--- src/rtl/fifo_reader.sv ---
// fifo_reader: pulls bytes from a registered-output FIFO into a 2-entry
// in-order buffer and presents them as a valid/ready byte stream.
`default_nettype none

module fifo_reader #(
    parameter int CNT_W = 16
) (
    input  logic             clk,
    input  logic             rst,
    input  logic             enable,
    input  logic             fifo_empty,
    input  logic             fifo_full,
    input  logic             fifo_wr,
    input  logic [7:0]       fifo_dout,
    output logic             fifo_rd,
    output logic             m_valid,
    input  logic             m_ready,
    output logic [7:0]       m_data,
    output logic             busy,
    output logic [CNT_W-1:0] rd_count
);

    localparam logic [1:0] S_IDLE = 2'd0;
    localparam logic [1:0] S_RUN  = 2'd1;
    localparam logic [1:0] S_STOP = 2'd2;

    logic [1:0] state;
    logic [1:0] state_nx;
    logic       pending;
    logic [1:0] occ;
    logic [7:0] head_byte;
    logic [7:0] tail_byte;
    logic       accepted;
    logic       push;
    logic       pop;

    // A FIFO write in the same cycle wins over our read, so the read only
    // counts when no un-blocked write collides with it.
    assign accepted = fifo_rd && !fifo_empty && !(fifo_wr && !fifo_full);
    assign push     = pending;
    assign pop      = m_valid && m_ready;
    assign m_data   = head_byte;

    always_ff @(posedge clk or negedge rst) begin
        if (!rst) begin
            state <= S_IDLE;
        end else begin
            state <= state_nx;
        end
    end

    always_comb begin
        state_nx = state;
        case (state)
            S_IDLE: if (enable) state_nx = S_RUN;
            S_RUN:  if (!enable) state_nx = S_STOP;
            S_STOP: begin
                if (enable) begin
                    state_nx = S_RUN;
                end else if (!pending && (occ == 2'd0)) begin
                    state_nx = S_IDLE;
                end
            end
            default: state_nx = S_IDLE;
        endcase
    end

    always_comb begin
        fifo_rd = (state == S_RUN) && !fifo_empty
                  && (({1'b0, occ} + {2'b00, pending}) < 3'd2);
        m_valid = (occ != 2'd0);
        busy    = pending || (occ != 2'd0);
    end

    // Buffer: head_byte is always the oldest entry; tail_byte only holds
    // data when occ==2.
    always_ff @(posedge clk or negedge rst) begin
        if (!rst) begin
            pending   <= 1'b0;
            occ       <= 2'd0;
            head_byte <= 8'h00;
            tail_byte <= 8'h00;
            rd_count  <= '0;
        end else begin
            pending <= accepted;
            if (pop) begin
                rd_count <= rd_count + CNT_W'(1);
            end
            case ({push, pop})
                2'b10: begin
                    if (occ == 2'd0) begin
                        head_byte <= fifo_dout;
                    end else begin
                        tail_byte <= fifo_dout;
                    end
                    occ <= occ + 2'd1;
                end
                2'b01: begin
                    head_byte <= tail_byte;
                    occ       <= occ - 2'd1;
                end
                2'b11: begin
                    if (occ == 2'd1) begin
                        head_byte <= fifo_dout;
                    end else begin
                        head_byte <= tail_byte;
                        tail_byte <= fifo_dout;
                    end
                end
                default: ;
            endcase
        end
    end

endmodule

`default_nettype wire
--- config.mk ---
export PLATFORM = sky130hd
export DESIGN_NAME = fifo_reader
export DESIGN_NICKNAME = d
export VERILOG_FILES = /design/src/rtl/fifo_reader.sv
export SDC_FILE = /design/constraint.sdc
export NUM_CORES = 1
export LEC_CHECK = 0
export CORE_MARGIN = 1.5
export CORE_UTILIZATION = 49
export CTS_CLUSTER_DIAMETER = 100
export DETAILED_ROUTE_END_ITERATION = 8
export PLACE_DENSITY = 0.76
export SYNTH_ARGS = -nofsm -noshare
export SYNTH_HDL_FRONTEND = slang
export SYNTH_SLANG_ARGS = --single-unit
--- constraint.sdc ---
create_clock -name clk -period 2.55 [get_ports clk]
set_clock_uncertainty 0.1 [all_clocks]
set_input_delay 0.51 -clock clk [delete_from_list [all_inputs] [get_ports clk]]
set_output_delay 0.51 -clock clk [all_outputs]
set_load 0.02 [all_outputs]
-- After elaboration in Yosys (flattened, before gate mapping)
Index checks and enable logic that the tools add are counted.
- flip-flop bits (word level): 37
- input port bits: 15
- output and inout port bits: 27
- logic and storage cells: 56
- add/sub/neg operators: 4
- magnitude comparators: 1
- equal/unequal tests: 12
- mux-type cells: 12
- reductions and logical operators: 21
- operator list (kind ; number):
    $mux 8 ; 4
    $pmux 8 s3 ; 1
    $add 16x1->16 const B ; 1
    $pmux 8 s2 ; 1
    $ne 2x2->1 const B ; 5
    $mux 2 ; 4
    $logic_and 1x1->1 ; 7
    $eq 2x1->1 const B ; 3
    $eq 2x2->1 const B ; 3
    $pmux 2 s3 ; 1
    $reduce_and 3->1 ; 2
    $reduce_bool 2->1 ; 3
    $logic_not 1->1 ; 4
    $logic_not 2->1 ; 2
    $pmux 2 s2 ; 1
    $add 2x1->3 ; 1
    $lt 3x2->1 const B ; 1
    $ne 3x3->1 const B ; 1
    $reduce_bool 3->1 ; 1
    $add 2x1->2 const B ; 1
    $reduce_and 2->1 ; 1
    $sub 2x1->2 const B ; 1
    $logic_or 1x1->1 ; 1

-- Logic depth before layout (Yosys ltp)
- word-level depth: 5
- gate-level depth with buffers: 8
- gate-level depth less buffers: 6

-- Worst setup path before layout
OpenSTA, ideal clock, no wires.
- path kind: reg-to-reg
- start point: register occ[0]
- end point: register rd_count[7]
- setup time: 0.131 ns
- arrival: 1.566 ns
- slack: 0.753 ns
- stages on the path, launching flop included: 6
- cell sequence: dfrtp_1 -> inv_1 -> ha_1 -> nand2b_4 -> or4_4 -> xnor2_2
- longest elaborated chain between the ends: 2
- ends and longest elaborated chain (element ; line ; text):
    start, declared ; 30 ; logic [1:0] occ;
    start signal, assigned ; 96 ; occ <= occ + 2'd1;
    start signal, assigned ; 100 ; occ <= occ - 2'd1;
    $reduce_bool 2->1 ; 71 ; m_valid = (occ != 2'd0);
    $logic_and 1x1->1 ; 41 ; assign pop = m_valid && m_ready;
    end signal, assigned ; 87 ; rd_count <= rd_count + CNT_W'(1);
    end, declared ; 20 ; output logic [CNT_W-1:0] rd_count
Every way passes these cells.
A chain may end at the register's enable or synchronous reset.

-- Worst setup path after layout
- start point: register occ[0]
- end point: output m_valid
- longest elaborated chain between the ends: 1
- ends and longest elaborated chain (element ; line ; text):
    $reduce_bool 2->1 ; 71 ;
    end, declared ; 16 ; output logic m_valid,
Every way passes these cells.

==> flow_summary.yaml <==
min_path:
  hold_path_class: "input pin to async pin"
die:
  die_h_um: 62.8
  io_pins: 42
  fp-row-count: 21
  die_w_um: 62.8
  die_area_um2: 3940
  initial_core_util: 0.517
  core_um2: 3390
setup_path:
  arrival_ns: 1.85
  crit_top_cell: "inv_1"
  crit_chain: "inv_1 > ha_1 > inv_1 > clkdlybuf4s50_1"
  crit_buf_inv: 3
  critPathMaxStageDelay_ns: 0.60
  cp_max_fo: 4
  cp-startpoint: "occ[0]"
  crit_family: "buffers and inverters"
  crit_type: "register to primary output"
  start_kind: "register"
  cp_slowest_cell: "clkdlybuf4s50_1"
  end_kind: "primary output"
  required_ns: 1.94
  crit-reg2reg-launch: "occ[0]"
grt:
  grt_pass1_vias: 1376
  track_usage: 0.192
  grt_pass1_wl_mm: 5.97
  antenna_found_initial: 0
  grt_start_max_net_pins: 38
  overflow: 0
clock_tree:
  insertion_delay_ns: 0.33
  cts_tree: "done"
  clk_pin_slew_worst_paths_ns: 0.11
  cts.sinks: 37
  numCtsBuffers: 5
  cts.path.max_buffers: 2
  cts_hold_buffers: 0
  h-tree-depth: 2
  cts-root-buf: "clkbuf_4"
final_layout:
  drive_gt1_frac: 0.126
  multiInputGateArea_um2: 782
  area_growth_pct: 29.1
  layout_commonest_cell: "clkdlybuf4s50_1"
  finish.utilization: 0.667
  fin_cells: 245
  final_cell_mix: "38 x clkdlybuf4s50_1, 37 x dfrtp_1, 25 x nand2_1, 11 x xnor2_1"
  register_area_um2: 926
  nFillCells: 269
  fin_area_um2: 2260
  diodes: 0
  layout.nets: 219
sta:
  max_freq_mhz: 406
  finalCriticalPeriod_ns: 2.46
  rsz0062_at_grt: "no"
  relSlewSlack: 0.464
  tns_ns: 0
  hold_viol_final: 0
  slew_viol_final: 0
  fin_crit_sh: 0.966
  setup_violations: 0
  tightest_slew_ns: 0.805
placed_design:
  io_buffers: 41
  gp_congestion: 0.823
  hpwl_mm: 2.52
  placed_area_um2: 2200
  placed_cells_incl_taps: 238
drt:
  wl_per_cell_um: 13.9
  first_pass_iters: 2
  viasPerCell: 5.23
  ant_nets: 0
  drt-total-wl_mm: 3.40
  drtIter0Drc: 59
  remaining_drc_errors: 0
  via_count: 1281
logic_synthesis:
  syn_area_per_cell_um2: 11.4
  syn_area_um2: 1750
  synth-edff-count: 0
  ys_seq_elements: 37
  syn_inst: 153
  ys_warn_count: 0
  async_flop_share: 1.00
  ys_types: 34
  seq_area_frac_synth: 0.529
  synth_ff_type: "dfrtp_1"
  syn_nets: 173
pwr:
  internal_power_uw: 1390
  pwr-share-clk: 0.139
  total_power_uw: 2250
  p_comb_frac: 0.437
  power_switching_uw: 854
  p_sw_frac: 0.380
  leakagePower_uw: 0.00102
  sequentialPowerShare: 0.424
  power_density_nw_per_um2: 994
  peakVddDrop_uv: 501
outcome:
  status: "finished, final reports clean"
run:
  maxCapViolCount: 0
==> registers in the layout, indices dropped and copies added, names as in the netlist <==
| register | flops |
|---|---|
| state | 2 |
| occ | 2 |
| pending | 1 |
| tail_byte | 8 |
| rd_count | 16 |
| m_data | 8 |
==> what timing repair did <==
action	in CTS	in global routing
resized for setup	1	1
setup buffers	0	0
setup endpoints to repair	1	1
==> power by group through the flow <==
stage | Sequential (uW) | Combinational (uW) | Clock, uW
final | 954 | 982 | 312
after global routing | 978 | 1070 | 350
after CTS | 952 | 994 | 327
after detailed placement | 961 | 994 | 0
after global placement | 949 | 954 | 0
after floorplan | 1060 | 477 | 0
==> final timing paths <==
check | slack (ns) | cells after the start | end
setup / recovery | 0.09 | 4 | m_valid
hold / removal | 0.16 | 1 | rd_count[4]
setup reg to reg | 0.57 | 5 | rd_count[7]
hold reg to reg | 0.38 | 1 | rd_count[15]
max in group asynchronous | 1.69 | 1 | tail_byte[2]
min in group clk | 0.38 | 1 | rd_count[15]
==> metrics by stage <==
step                setup slack (ns)  hold WS (ns)
finish                        0.0875         0.156
global route                 0.00751         0.211
CTS                          0.00924         0.171
detailed placement           -0.0469         0.370
global placement             -0.0109         0.354
floorplan                      0.753         0.114
==> cell type report <==
class	instances	area share
tap	46	0.0255
multi-input combinational	107	0.346
sequential	37	0.410
timing repair buffer	43	0.186
clock buffer	7	0.0243
inverter	5	0.00830
==> logic make-up (layout without fill, tap and decap cells) <==
group	after synthesis	after routing	synth area share
xor gates and xnor gates	16	16	0.0843
muxes	16	16	0.0971
and+or+nand+nor	54	54	0.169
AOI/OAI and AO/OA	16	16	0.0607
buffers and inverters	9	55	0.0250
DFF	37	37	0.529
adders and majority gates	5	5	0.0357
==> routing by layer <==
metal	up-vias	wire length, um	global-route usage
li1	614	-	-
met1	628	1460	0.225
met2	32	1740	0.333
met3	7	131	0.0505
met4	0	64	0.0806
met5	-	0	0
==> worst register-to-register path, stage by stage (launching register included) <==
cell	delay [ns]
dfrtp_1	0.45
inv_1	0.12
ha_1	0.28
nand2b_4	0.21
or4_4	0.57
xnor2_2	0.14
==> cell usage after synthesis (all sizes together), types with 4 or more instances <==
master / count / area [um2]
nor2: 5 / 18.8
mux2i: 8 / 80.1
ha: 5 / 62.6
o21ai: 8 / 40.0
nand4: 5 / 31.3
nand3: 5 / 30.0
xnor2: 12 / 113
xor2: 4 / 35.0
inv: 5 / 18.8
buf: 4 / 25.0
dfrtp: 37 / 926
mux2: 8 / 90.1
nand2: 25 / 93.8
(Power assumes the default switching activity.)
